`config.mk`:
```
export PLATFORM = sky130hd
export DESIGN_NAME = spi_flash_reader_flat
export DESIGN_NICKNAME = d
export VERILOG_FILES = /design/src/rtl/spi_flash_reader_if.sv /design/src/rtl/spi_flash_reader.sv /design/src/flat_wrapper.sv
export SDC_FILE = /design/constraint.sdc
export NUM_CORES = 1
export LEC_CHECK = 0
export ABC_AREA = 1
export CORE_MARGIN = 2
export CORE_UTILIZATION = 50
export CTS_BUF_LIST = sky130_fd_sc_hd__clkbuf_4 sky130_fd_sc_hd__clkbuf_8
export DETAILED_ROUTE_END_ITERATION = 12
export PLACE_DENSITY_LB_ADDON = 0.08
export SLEW_MARGIN = 20
export SYNTH_ARGS = -nofsm -noshare
export SYNTH_HDL_FRONTEND = slang
export SYNTH_SLANG_ARGS = --single-unit
```
`constraint.sdc`:
```
create_clock -name io_clock -period 6.8 [get_ports io_clock]
set_input_delay 1.02 -clock io_clock [delete_from_list [all_inputs] [get_ports io_clock]]
set_output_delay 1.02 -clock io_clock [all_outputs]
set_load 0.02 [all_outputs]
```
`src/rtl/spi_flash_reader_if.sv`:
```
// Request/response stream bundle between the fabric and spi_flash_reader.
// The master side issues {addr, len} requests and consumes the returned data bytes.
interface spi_flash_reader_if #(
  parameter int LEN_WIDTH = 16
) ();
  logic                 cmd_valid;
  logic                 cmd_ready;
  logic [23:0]          cmd_addr;
  logic [LEN_WIDTH-1:0] cmd_len;
  logic                 rsp_valid;
  logic                 rsp_ready;
  logic [7:0]           rsp_data;
  logic                 rsp_last;

  modport master (
    output cmd_valid, cmd_addr, cmd_len, rsp_ready,
    input  cmd_ready, rsp_valid, rsp_data, rsp_last
  );

  modport slave (
    input  cmd_valid, cmd_addr, cmd_len, rsp_ready,
    output cmd_ready, rsp_valid, rsp_data, rsp_last
  );
endinterface

```
`src/rtl/spi_flash_reader.sv`:
```
// SPI mode-0 master reading M25P-style NOR flash and streaming the bytes on a valid/ready bus.
// Define SPI_FAST_READ_EN to issue FAST_READ (0x0B) with 8 dummy clocks instead of READ (0x03).
module spi_flash_reader #(
  parameter int CLK_DIV   = 2,
  parameter int LEN_WIDTH = 16
) (
  input  logic              io_clock,
  input  logic              io_reset,
  spi_flash_reader_if.slave bus,
  output logic              busy,
  output logic              io_spi_sclk,
  output logic              io_spi_ss,
  output logic              io_spi_mosi,
  input  logic              io_spi_miso
);

  localparam int DIV_W = (CLK_DIV > 1) ? $clog2(CLK_DIV) : 1;
`ifdef SPI_FAST_READ_EN
  localparam logic [7:0] OPCODE = 8'h0B;
`else
  localparam logic [7:0] OPCODE = 8'h03;
`endif

  typedef enum logic [2:0] {
    IDLE,
    SEL,
    CMD,
    ADDR,
`ifdef SPI_FAST_READ_EN
    DUMMY,
`endif
    DATA,
    DESEL
  } state_t;

`ifdef SPI_FAST_READ_EN
  localparam state_t AFTER_ADDR = DUMMY;
`else
  localparam state_t AFTER_ADDR = DATA;
`endif

  state_t               state_q, state_d;
  logic [DIV_W-1:0]     div_q, div_d;
  logic [4:0]           bit_q, bit_d;
  logic [30:0]          tx_q, tx_d;
  logic [6:0]           rx_q, rx_d;
  logic [LEN_WIDTH-1:0] rem_q, rem_d;
  logic                 sclk_q, sclk_d;
  logic                 ss_q, ss_d;
  logic                 mosi_q, mosi_d;
  logic                 rsp_valid_q, rsp_valid_d;
  logic [7:0]           rsp_data_q, rsp_data_d;
  logic                 rsp_last_q, rsp_last_d;
  logic                 tick;
  logic                 stall;
  logic                 cmd_ready;

  assign cmd_ready = (state_q == IDLE) && !rsp_valid_q;

  // A finished byte may only land in the output register once the previous one has left it,
  // so the 8th rising edge is withheld while the consumer is still holding off.
  always_comb begin
    state_d     = state_q;
    div_d       = div_q;
    bit_d       = bit_q;
    tx_d        = tx_q;
    rx_d        = rx_q;
    rem_d       = rem_q;
    sclk_d      = sclk_q;
    ss_d        = ss_q;
    mosi_d      = mosi_q;
    rsp_valid_d = rsp_valid_q;
    rsp_data_d  = rsp_data_q;
    rsp_last_d  = rsp_last_q;
    tick        = (div_q == DIV_W'(CLK_DIV - 1));
    stall       = (state_q == DATA) && (bit_q == 5'd7) && !sclk_q &&
                  rsp_valid_q && !bus.rsp_ready;

    if (state_q != IDLE) div_d = tick ? '0 : div_q + DIV_W'(1);
    if (rsp_valid_q && bus.rsp_ready) rsp_valid_d = 1'b0;

    unique case (state_q)
      IDLE: begin
        if (bus.cmd_valid && cmd_ready && (bus.cmd_len != '0)) begin
          state_d = SEL;
          ss_d    = 1'b0;
          mosi_d  = OPCODE[7];
          tx_d    = {OPCODE[6:0], bus.cmd_addr};
          rem_d   = bus.cmd_len;
          bit_d   = '0;
          div_d   = '0;
        end
      end
      SEL: begin
        if (tick) state_d = CMD;
      end
      CMD, ADDR
`ifdef SPI_FAST_READ_EN
      , DUMMY
`endif
      : begin
        if (tick) begin
          sclk_d = ~sclk_q;
          if (sclk_q) begin
            mosi_d = tx_q[30];
            tx_d   = {tx_q[29:0], 1'b0};
            bit_d  = bit_q + 5'd1;
            if (state_q == CMD && bit_q == 5'd7) begin
              state_d = ADDR;
              bit_d   = '0;
            end else if (state_q == ADDR && bit_q == 5'd23) begin
              state_d = AFTER_ADDR;
              bit_d   = '0;
            end
`ifdef SPI_FAST_READ_EN
            else if (state_q == DUMMY && bit_q == 5'd7) begin
              state_d = DATA;
              bit_d   = '0;
            end
`endif
          end
        end
      end
      DATA: begin
        if (tick && !stall) begin
          sclk_d = ~sclk_q;
          if (!sclk_q) begin
            if (bit_q == 5'd7) begin
              rsp_data_d  = {rx_q, io_spi_miso};
              rsp_valid_d = 1'b1;
              rsp_last_d  = (rem_q == LEN_WIDTH'(1));
              rem_d       = rem_q - LEN_WIDTH'(1);
              bit_d       = '0;
            end else begin
              rx_d  = {rx_q[5:0], io_spi_miso};
              bit_d = bit_q + 5'd1;
            end
          end else if (rem_q == '0) begin
            state_d = DESEL;
          end
        end
      end
      // SS stays low for one half-period after the last falling edge, then high for two.
      DESEL: begin
        if (tick) begin
          if (bit_q == 5'd0) ss_d = 1'b1;
          if (bit_q == 5'd2) state_d = IDLE;
          else bit_d = bit_q + 5'd1;
        end
      end
      default: state_d = IDLE;
    endcase
  end

  always_ff @(posedge io_clock or posedge io_reset) begin
    if (io_reset) begin
      state_q     <= IDLE;
      div_q       <= '0;
      bit_q       <= '0;
      tx_q        <= '0;
      rx_q        <= '0;
      rem_q       <= '0;
      sclk_q      <= 1'b0;
      ss_q        <= 1'b1;
      mosi_q      <= 1'b0;
      rsp_valid_q <= 1'b0;
      rsp_data_q  <= '0;
      rsp_last_q  <= 1'b0;
    end else begin
      state_q     <= state_d;
      div_q       <= div_d;
      bit_q       <= bit_d;
      tx_q        <= tx_d;
      rx_q        <= rx_d;
      rem_q       <= rem_d;
      sclk_q      <= sclk_d;
      ss_q        <= ss_d;
      mosi_q      <= mosi_d;
      rsp_valid_q <= rsp_valid_d;
      rsp_data_q  <= rsp_data_d;
      rsp_last_q  <= rsp_last_d;
    end
  end

  assign bus.cmd_ready = cmd_ready;
  assign bus.rsp_valid = rsp_valid_q;
  assign bus.rsp_data  = rsp_data_q;
  assign bus.rsp_last  = rsp_last_q;
  assign busy          = (state_q != IDLE);
  assign io_spi_sclk   = sclk_q;
  assign io_spi_ss     = ss_q;
  assign io_spi_mosi   = mosi_q;

endmodule
```
`src/flat_wrapper.sv`:
```
// flat-port wrapper written by rule: the top's interface ports become plain ports
module spi_flash_reader_flat 
#(
  parameter int CLK_DIV   = 2,
  parameter int LEN_WIDTH = 16
)
  (io_clock, io_reset, busy, io_spi_sclk, io_spi_ss, io_spi_mosi, io_spi_miso, bus_cmd_valid, bus_cmd_addr, bus_cmd_len, bus_rsp_ready, bus_cmd_ready, bus_rsp_valid, bus_rsp_data, bus_rsp_last);
  spi_flash_reader_if #(.LEN_WIDTH(LEN_WIDTH)) bus_i ();
  input  logic io_clock;
  input  logic io_reset;
  output logic busy;
  output logic io_spi_sclk;
  output logic io_spi_ss;
  output logic io_spi_mosi;
  input  logic io_spi_miso;
  input wire logic [$bits(bus_i.cmd_valid)-1:0] bus_cmd_valid;
  input wire logic [$bits(bus_i.cmd_addr)-1:0] bus_cmd_addr;
  input wire logic [$bits(bus_i.cmd_len)-1:0] bus_cmd_len;
  input wire logic [$bits(bus_i.rsp_ready)-1:0] bus_rsp_ready;
  output wire logic [$bits(bus_i.cmd_ready)-1:0] bus_cmd_ready;
  output wire logic [$bits(bus_i.rsp_valid)-1:0] bus_rsp_valid;
  output wire logic [$bits(bus_i.rsp_data)-1:0] bus_rsp_data;
  output wire logic [$bits(bus_i.rsp_last)-1:0] bus_rsp_last;
  assign bus_i.cmd_valid = bus_cmd_valid;
  assign bus_i.cmd_addr = bus_cmd_addr;
  assign bus_i.cmd_len = bus_cmd_len;
  assign bus_i.rsp_ready = bus_rsp_ready;
  assign bus_cmd_ready = bus_i.cmd_ready;
  assign bus_rsp_valid = bus_i.rsp_valid;
  assign bus_rsp_data = bus_i.rsp_data;
  assign bus_rsp_last = bus_i.rsp_last;
  spi_flash_reader #(.CLK_DIV(CLK_DIV), .LEN_WIDTH(LEN_WIDTH)) u_core (.io_clock(io_clock), .io_reset(io_reset), .bus(bus_i), .busy(busy), .io_spi_sclk(io_spi_sclk), .io_spi_ss(io_spi_ss), .io_spi_mosi(io_spi_mosi), .io_spi_miso(io_spi_miso));
endmodule
```
==> results of run 1 <==
-- placed cells by master (no fill, tap or decap), types with 2 or more instances in the layout --
master	instances
buf_4	2
clkinvlp_4	2
xnor2_1	3
inv_1	68
inv_2	4
o21ai_0	82
nor2_2	2
a31oi_1	4
nand2_1	189
clkdlybuf4s50_1	59
nor2_1	57
ha_1	6
dfrtp_1	75
nand2_2	4
bufinv_16	2
nor3_1	2
nor2_4	2
o22ai_1	2
nand4_1	2
xor2_1	5
nand3_1	34
a21oi_1	11
clkbuf_8	9
o21ai_1	9
or2_2	2
-- metal layers --
metal	part of all wire [%]	vias up	GRT usage [%]
met4	1.5	0	7.62
met5	0	-	0
met1	48	1770	27.5
met2	46	101	35.6
met3	4.4	13	3.37
li1	-	1970	-
-- power by group through the flow --
| stage | Clock, W | Sequential [W] | Combinational, W |
|---|---|---|---|
| after detailed placement | 0 | 0.000724 | 0.000879 |
| after global placement | 0 | 0.000718 | 0.000859 |
| after global routing | 0.000407 | 0.000738 | 0.00101 |
| final | 0.000378 | 0.000716 | 0.000879 |
| after CTS | 0.000390 | 0.000716 | 0.000885 |
| after floorplan | 0 | 0.000703 | 0.000699 |
-- through the flow --
stage                     instances  utilization, %  setup slack [ns]
after floorplan                 593               -              3.84
after global placement          738            59.3              3.86
after detailed placement        738            59.3              3.79
after CTS                       754            61.9              3.87
after global routing            754            61.9              3.76
final                           754            61.9              3.90
-- flip-flops by register name, indices dropped and copies added, names as in the netlist --
register	count
u_core.bus.rsp_data	8
u_core.io_spi_ss	1
u_core.state_q	3
u_core.bit_q	5
u_core.bus.rsp_last	1
u_core.bus.rsp_valid	1
u_core.div_q	1
u_core.rx_q	7
u_core.io_spi_sclk	1
u_core.rem_q	16
u_core.tx_q	31
u_core.io_spi_mosi	1
-- logic make-up (layout without fill, tap and decap cells) --
group           count (synthesis)  count (layout)
simple gates                  298             298
compound gates                112             112
buf+inv                        93             149
flops                          76              76
xor+xnor                        8               8
fa+ha+maj                       6               6
-- tightest hold or removal path: cells and delay by family (launching register included) --
family	cells	cell delay, ns
DFF	1	0.37
and+or+nand+nor	2	0.11
-- worst min-delay path by stage --
| stage | cells past startpoint | slack, ns | to |
|---|---|---|---|
| after floorplan | 2 | 0.45 | u_core.rx_q[0] |
| after global placement | 2 | 0.47 | u_core.bus.rsp_data[6] |
| after detailed placement | 2 | 0.47 | u_core.io_spi_ss |
| after CTS | 2 | 0.48 | u_core.io_spi_ss |
| after global routing | 2 | 0.52 | u_core.io_spi_ss |
| final | 2 | 0.48 | u_core.io_spi_ss |
-- final cells by class --
| class | count | area (um2) | share of cell area [%] |
|---|---|---|---|
| tap | 105 | 131 | 2.58 |
| clock inverter | 6 | 88.8 | 1.75 |
| inverter | 72 | 270 | 5.31 |
| timing repair buffer | 61 | 606 | 11.9 |
| clock buffer | 10 | 131 | 2.58 |
| multi-input combinational | 424 | 1960 | 38.5 |
| sequential | 76 | 1900 | 37.4 |
==> impl_metrics.csv, run 1 <==
group,metric,value,unit
run,maxCapViolCount,0,
floorplanning,dieArea,9250,um2
global_routing,antenna_found_initial,0,
drt,drt_iter0_drc,214,
global_routing,grt_pass1_vias,3574,
cts,cts_setup_buffers,0,
worst_setup_path,regToRegSetupSlack,4.00,ns
worst_setup_path,r2r_start,"u_core.state_q[0]",
logic_synthesis,yosysMostFrequentCell,"nand2_1",
worst_setup_path,critPathKind,"reg2out",
power,comb_power_share,44.5,%
logic_synthesis,synth-seq-cells,76,
power,switching_power,0.000854,W
logic_synthesis,synth_area_leaders,"dfrtp_1 44%, nand2_1 17%, o21ai_0 9.7%, inv_1 6.1%, nor2_1 5.0%",
power,power,0.00197,W
timing,whs,0.476,ns
power,internal-power,0.00112,W
drt,postRouteWirelength,9040,um
power,p_clk_share,19.1,%
power,p_per_area,388,nW/um2
layout,stdcell_area,5090,um2
cts,root_buffer,"clkbuf_8",
cts,cts_max_level,3,
logic_synthesis,yosysWarnings,0,
worst_setup_path,critical_path.max_stage_delay,0.61,ns
logic_synthesis,synth_edf_count,0,
floorplanning,rows,33,
worst_setup_path,timing.rr.end,"u_core.rem_q[11]",
global_routing,grt_first_pass_wirelength,15400,um
logic_synthesis,yosysTopAreaCell,"dfrtp_1",
timing,rsz0062_at_grt,"false",
worst_setup_path,startpoint_type,"flop",
timing,maxSlewHeadroom,36.2,%
worst_setup_path,crit_end,"bus_cmd_ready",
worst_setup_path,critPathLaunch,"u_core.state_q[0]",
logic_synthesis,syn_inst,593,
drt,vias,3854,
outcome,status,"completed",
logic_synthesis,synthDominantCellAreaShare,44.2,%
floorplanning,coreArea,8220,um2
worst_setup_path,cp_top_family,"buffers and inverters",
drt,dr.pass1.iters,5,
drt,wire_per_inst,12.0,um
worst_setup_path,cp_data_required_time,5.78,ns
logic_synthesis,netlist_area,4250,um2
timing,max_freq,345,MHz
logic_synthesis,muxShareOfSynthArea,0,%
global_routing,grt_use_total,21.2,%
place,placed_cell_area,4870,um2
layout,area_delta_synth_final,19.8,%
logic_synthesis,synth-main-ff-cell,"dfrtp_1",
logic_synthesis,synthesis.nets,644,
worst_setup_path,reg2regPathDepth,9,
place,dp_hpwl,6260,um
logic_synthesis,synth_simple_gate_area_share,28.8,%
logic_synthesis,synth_xor_area_share,1.65,%
cts,clk_latency,0.35,ns
cts,clock-sinks,76,
power,p_sw_share,43.3,%
timing,setup_tns,0,ns
timing,hold_violations,0,
worst_setup_path,crit_path_cell_trace,"nor2_4 -> nand2_2 -> nor2_1 -> clkdlybuf4s50_1",
place,port_buffers,59,
floorplanning,die_h,96.2,um
place,gp_congestion,0.882,
floorplanning,start_util,51.7,%
cts,cts-hold-fix-buffers,0,
timing,tightest_slew,0.957,ns
global_routing,overflow,0,
floorplanning,ioPinCount,60,
cts,path_clk_slew,0.08,ns
power,seqPwrFrac,36.3,%
layout,drive_above_1_share,5.70,%
worst_setup_path,endpoint_kind,"primary output",
logic_synthesis,synth_top_family_by_area,"simple AND/OR/NAND/NOR gates",
timing,skew,0.00951,ns
floorplanning,die_w,96.2,um
logic_synthesis,synthArstFlopShare,100,%
layout,nNetsFinal,695,
cts,tritoncts,"yes",
timing,finalSetupViolations,0,
global_routing,grt_max_degree,77,
logic_synthesis,synth_cell_types,34,
timing,fin_crit_sh,42.7,%
power,ir_worst_vdd,245,uV
worst_setup_path,cp_data_arrival_time,1.88,ns
drt,vias_per_cell,5.11,
timing,min_period,2.90,ns
min_path,min-delay-start,"u_core.io_spi_ss",
cts,cts_buffers,9,
logic_synthesis,synth.avg_cell_area,7.17,um2
worst_setup_path,slowest_stage,"clkdlybuf4s50_1",
worst_setup_path,critPathBufInv,1,
logic_synthesis,synth_seq_area_share,44.8,%
logic_synthesis,synth_adder_area_share,1.77,%
cts,cts_resized,0,
logic_synthesis,synth_compound_area_share,13.9,%
worst_setup_path,cp_num_cells,4,
layout,n_antenna_cell,0,
logic_synthesis,synth_common_cells,"189 x nand2_1, 82 x o21ai_0, 75 x dfrtp_1",
timing,slew_viol_final,0,
min_path,hp-class,"reg2reg",
drt,drc,0,
cts,cts.path.max_buffers,2,
power,p_leak,2.45,nW
layout,n_fill_cell,743,
worst_setup_path,critPathMaxFanout,6,
drt,postRouteAntennaNets,0,
No activity file was read; power rests on OpenSTA's default activity.
==> run 2, diff against run 1 <==
==> constraint.sdc (replaced) <==
create_clock -name io_clock -period 2.7 [get_ports io_clock]
set_input_delay 0.405 -clock io_clock [delete_from_list [all_inputs] [get_ports io_clock]]
set_output_delay 0.405 -clock io_clock [all_outputs]
set_load 0.02 [all_outputs]
==> run 2 against run 1 <==
First-iteration DRC count shrank 10%. Worst hold slack got worse by 0.019 ns. Via count down 0.52%.
==> impl_metrics.csv, run 2 (synthesized netlist as in run 1, its figures left out) <==
group,metric,value,unit
floorplanning,coreArea,8220,um2
place,gp_congestion,0.943,
cts,cts_setup_buffers,0,
worst_setup_path,startpoint_type,"flop",
timing,setup_tns,0,ns
layout,drive_above_1_share,6.56,%
layout,final_common_cell,"nand2_1",
timing,maxSlewHeadroom,62.7,%
drt,wire_per_inst,12.1,um
cts,cts_max_level,3,
place,port_buffers,59,
worst_setup_path,critPathMaxFanout,6,
global_routing,grt_max_degree,65,
cts,cts_buffers,9,
run,maxCapViolCount,0,
layout,nNetsFinal,701,
drt,dr.pass1.iters,4,
layout,regMostFlops,"u_core.tx_q",
global_routing,grt_pass1_vias,3520,
floorplanning,start_util,51.7,%
floorplanning,die_w,96.2,um
drt,drc,0,
timing,slew_viol_final,0,
cts,cts-hold-fix-buffers,0,
cts,tritoncts,"yes",
worst_setup_path,crit_path_cell_trace,"nor2_4 -> nand2_2 -> nor2_1 -> clkdlybuf4s50_1",
worst_setup_path,critical_path.max_stage_delay,0.61,ns
timing,min_period,2.23,ns
floorplanning,die_h,96.2,um
timing,max_freq,449,MHz
timing,tightest_slew,0.559,ns
timing,hold_violations,0,
power,p_per_area,975,nW/um2
floorplanning,rows,33,
global_routing,antenna_found_initial,0,
cts,cts_resized,0,
floorplanning,ioPinCount,60,
place,dp_hpwl,6610,um
power,p_leak,2.48,nW
global_routing,overflow,0,
worst_setup_path,endpoint_kind,"primary output",
timing,rsz0062_at_grt,"false",
floorplanning,dieArea,9250,um2
layout,n_antenna_cell,0,
worst_setup_path,critPathBufInv,1,
timing,fin_crit_sh,82.6,%
drt,drt_iter0_drc,192,
drt,postRouteWirelength,9220,um
worst_setup_path,critPathKind,"reg2out",
timing,skew,0.0135,ns
layout,largest_reg_flops,31,
drt,postRouteAntennaNets,0,
place,placedCellCount,744,
cts,clk_latency,0.35,ns
timing,finalSetupViolations,0,
cts,root_buffer,"clkbuf_8",
power,ir_worst_vdd,490,uV
global_routing,grt_first_pass_wirelength,15600,um
drt,vias_per_cell,5.04,
cts,cts.path.max_buffers,2,
cts,path_clk_slew,0.08,ns
worst_setup_path,cp_top_family,"buffers and inverters",
global_routing,grt_use_total,21.7,%
layout,final_cell_mix,"189 x nand2_1, 82 x o21ai_0, 75 x dfrtp_1, 68 x inv_1, 59 x clkdlybuf4s50_1",
worst_setup_path,cp_data_arrival_time,1.82,ns
outcome,status,"completed",
min_path,hp-class,"in2async",
drt,vias,3834,
cts,clock-sinks,76,
layout,finalNonFillerCells,760,
worst_setup_path,slowest_stage,"clkdlybuf4s50_1",
layout,area_delta_synth_final,20.6,%
worst_setup_path,cp_data_required_time,2.30,ns
==> run 2: cell count changes in the layout (fill, tap and decap cells not counted), sizes merged <==
cell      previous run  this run
buf                  2         8
bufinv               2         1
clkinv               2         3
clkinvlp             2         1
inv                 72        73
==> run 2: per-stage QoR <==
stage | cell area, um2 | util [%] | hold WS, ns | worst slack [ns] | power [W]
3_3_place_gp | 4930 | 60.0 | 0.462 | 0.548 | 0.00406
5_1_grt | 5120 | 62.4 | 0.514 | 0.321 | 0.00547
3_5_place_dp | 4930 | 60.0 | 0.468 | 0.541 | 0.00412
4_1_cts | 5120 | 62.4 | 0.478 | 0.444 | 0.00502
6_report | 5120 | 62.4 | 0.457 | 0.471 | 0.00500
2_1_floorplan | 4250 | - | 0.453 | 0.358 | 0.00353
==> run 2: worst paths after layout <==
kind	startpoint	to	slack [ns]	cells after the start
max	u_core.state_q[0]	bus_cmd_ready	0.47	4
max in group asynchronous	io_reset	u_core.io_spi_ss	1.79	3
min	io_reset	u_core.tx_q[23]	0.46	3
min in group io_clock	u_core.io_spi_ss	u_core.io_spi_ss	0.48	2
max reg2reg	u_core.state_q[2]	u_core.bit_q[1]	0.54	10
min reg2reg	u_core.io_spi_ss	u_core.io_spi_ss	0.48	2
==> run 2: report_power, final <==
| group | switching, W | total [W] | internal [W] | leakage [nW] |
|---|---|---|---|---|
| Combinational | 0.00150 | 0.00230 | 0.000807 | 1.45 |
| Sequential | 0.000264 | 0.00181 | 0.00155 | 0.926 |
| Clock | 0.000433 | 0.000884 | 0.000451 | 0.102 |
| Total | 0.00219 | 0.00500 | 0.00280 | 2.48 |
==> run 2: final cells by class <==
| type | instances | area [um2] |
|---|---|---|
| multi-input combinational | 424 | 1960 |
| inverter | 72 | 270 |
| clock buffer | 10 | 138 |
| sequential | 76 | 1900 |
| clock inverter | 6 | 61.3 |
| timing repair buffer | 67 | 663 |
| tap | 105 | 131 |
| fill | 804 | 3090 |
==> run 2: worst min-delay path: stages <==
cell and delay (ns):
clkdlybuf4s50_1 0.41, inv_2 0.06, buf_4 0.36
==> run 2: per-layer routing <==
layer  global-route usage [%]  part of all wire (%)  up-vias
met5                        0                     0        -
met4                     6.79                   1.4        0
met3                     3.29                   4.4       10
met2                     36.1                    46       85
met1                     29.0                    48     1757
li1                         -                     -     1982
==> run 3, diff against run 2 <==
==> constraint.sdc (replaced) <==
create_clock -name io_clock -period 2.1 [get_ports io_clock]
set_input_delay 0.315 -clock io_clock [delete_from_list [all_inputs] [get_ports io_clock]]
set_output_delay 0.315 -clock io_clock [all_outputs]
set_load 0.02 [all_outputs]
==> run 3 against run 2 <==
First-iteration DRC count grew 7.3%. Worst hold slack lost 0.044 ns. Clock-buffer cell count unchanged. Sequential power increased by 27%. Global-route usage increased by 0.25 points. Cell count is 1.7% higher. Core utilization increased by 1.9 points. Total power is 35% higher. Register-to-register slack got worse by 0.43 ns. Non-clock buffer count rose by 12. Final area grew 3.1%.
==> impl_metrics.csv, run 3 (synthesized netlist as in run 1, its figures left out) <==
group,metric,value,unit
floorplanning,start_util,51.7,%
floorplanning,dieArea,9250,um2
worst_setup_path,startpoint_type,"flop",
floorplanning,ioPinCount,60,
floorplanning,rows,33,
timing,tightest_slew,0.432,ns
global_routing,grt_pass1_vias,3553,
timing,finalSetupViolations,0,
global_routing,antenna_found_initial,0,
layout,area_delta_synth_final,24.4,%
cts,cts-hold-fix-buffers,0,
worst_setup_path,crit_top_cell,"nand2_1",
cts,clock-sinks,76,
worst_setup_path,reg2regPathDepth,10,
worst_setup_path,crit_path_cell_trace,"ha_1 -> nand2_1 -> nor2_4 -> nand3_1 -> o21bai_2 -> nand2_1 -> nand2_1 -> nor2_4 -> buf_4 -> o21ai_0",
timing,min_period,1.99,ns
floorplanning,die_w,96.2,um
floorplanning,coreArea,8220,um2
worst_setup_path,regToRegSetupSlack,0.11,ns
cts,tritoncts,"yes",
layout,regMostFlops,"u_core.tx_q",
layout,final_common_cell,"nand2_1",
worst_setup_path,critical_path.max_stage_delay,0.39,ns
drt,drt_iter0_drc,206,
timing,max_freq,503,MHz
power,ir_worst_vdd,655,uV
layout,largest_reg_flops,31,
outcome,status,"completed",
drt,dr.pass1.iters,6,
timing,fin_crit_sh,94.7,%
layout,drive_above_1_share,8.38,%
place,dp_hpwl,6530,um
layout,fin_util,64.3,%
cts,clk_latency,0.36,ns
cts,cts.path.max_buffers,2,
cts,cts_buffers,9,
worst_setup_path,cp_num_cells,10,
place,port_buffers,59,
cts,path_clk_slew,0.08,ns
place,gp_congestion,0.863,
floorplanning,die_h,96.2,um
run,maxCapViolCount,0,
drt,postRouteWirelength,9340,um
timing,skew,0.0109,ns
drt,wire_per_inst,12.1,um
layout,nNetsFinal,714,
layout,n_antenna_cell,0,
worst_setup_path,r2r_start,"u_core.bit_q[0]",
cts,root_buffer,"clkbuf_8",
power,power,0.00676,W
timing,hold_violations,0,
layout,final_cell_mix,"189 x nand2_1, 82 x o21ai_0, 75 x dfrtp_1, 68 x inv_1",
worst_setup_path,slowest_stage,"dfrtp_1",
timing,setup_tns,0,ns
drt,drc,0,
global_routing,grt_max_degree,77,
cts,cts_max_level,3,
timing,maxSlewHeadroom,71.1,%
power,p_per_area,1280,nW/um2
timing,slew_viol_final,0,
min_path,hp-class,"in2async",
power,p_leak,2.55,nW
worst_setup_path,critPathMaxFanout,7,
worst_setup_path,timing.rr.end,"u_core.rem_q[1]",
drt,postRouteAntennaNets,0,
timing,worst_slack,0.111,ns
global_routing,grt_use_total,21.9,%
worst_setup_path,endpoint_kind,"flop",
worst_setup_path,critPathBufInv,1,
worst_setup_path,cp_data_required_time,2.36,ns
timing,whs,0.414,ns
global_routing,overflow,0,
worst_setup_path,cp_top_family,"simple AND/OR/NAND/NOR gates",
drt,vias_per_cell,4.98,
drt,vias,3851,
worst_setup_path,cp_data_arrival_time,2.25,ns
worst_setup_path,critPathKind,"reg2reg",
place,place_ws,-0.121,ns
global_routing,grt_first_pass_wirelength,15700,um
run 3: changes by cell type in the layout (fill, tap and decap cells not counted):
| cell | previous run | this run |
|---|---|---|
| buf_12 | 1 | 3 |
| buf_4 | 7 | 17 |
| bufinv_16 | 1 | 2 |
| clkdlybuf4s50_1 | 59 | 57 |
| clkinv_2 | 3 | 1 |
| clkinvlp_4 | 1 | 4 |
| dlygate4sd2_1 | 0 | 2 |
| inv_2 | 4 | 3 |
| inv_6 | 1 | 0 |
| nor2_2 | 2 | 1 |
| nor2_4 | 2 | 4 |
run 3: where the power goes:
group / switching [W] / internal (W) / total (W)
Sequential: 0.000315 / 0.00199 / 0.00230
Combinational: 0.00203 / 0.00118 / 0.00321
Clock: 0.000552 / 0.000699 / 0.00125
Total: 0.00290 / 0.00387 / 0.00676
run 3: layout make-up:
class / instances / area, um2
Fill cell: 728 / 2930
Multi-Input combinational cell: 425 / 1970
Sequential cell: 76 / 1900
Timing Repair Buffer: 79 / 776
Inverter: 72 / 274
Clock buffer: 10 / 138
Tap cell: 105 / 131
Clock inverter: 6 / 87.6
run 3: worst max path at each step:
stage	startpoint	endpoint	slack, ns
final	u_core.bit_q[0]	u_core.rem_q[1]	0.11
after global routing	u_core.bit_q[0]	u_core.rem_q[1]	-0.005
after CTS	u_core.bit_q[0]	u_core.rem_q[5]	0.04
after detailed placement	bus_cmd_len[5]	u_core.rem_q[3]	-0.12
after global placement	bus_cmd_len[5]	u_core.rem_q[13]	-0.06
after floorplan	u_core.bit_q[1]	u_core.rem_q[1]	0.45
run 3: stage by stage:
| step | std cells | cell area (um2) |
|---|---|---|
| finish | 773 | 5280 |
| global route | 773 | 5280 |
| CTS | 771 | 5260 |
| detailed placement | 754 | 5030 |
| global placement | 754 | 5030 |
| floorplan | 593 | 4250 |
run 3: tightest hold or removal path, delay by kind of cell:
kind	cells	cell delay [ns]
buffers and inverters	3	0.87
run 3: per-layer routing:
| metal | vias to the layer above | routed length (um) | global-route usage (%) | part of all wire, % |
|---|---|---|---|---|
| met5 | - | 0 | 0 | 0 |
| met4 | 0 | 166 | 8.21 | 1.8 |
| met2 | 100 | 4230 | 35.2 | 45 |
| li1 | 2016 | - | - | - |
| met3 | 14 | 453 | 3.21 | 4.8 |
| met1 | 1721 | 4490 | 30.0 | 48 |
run 3: what timing repair did:
action	in CTS	in global routing
buffers inserted	0	2
gates resized for setup	2	2
endpoints found under the setup margin	12	14
gates cloned	1	0
pin swaps	1	1
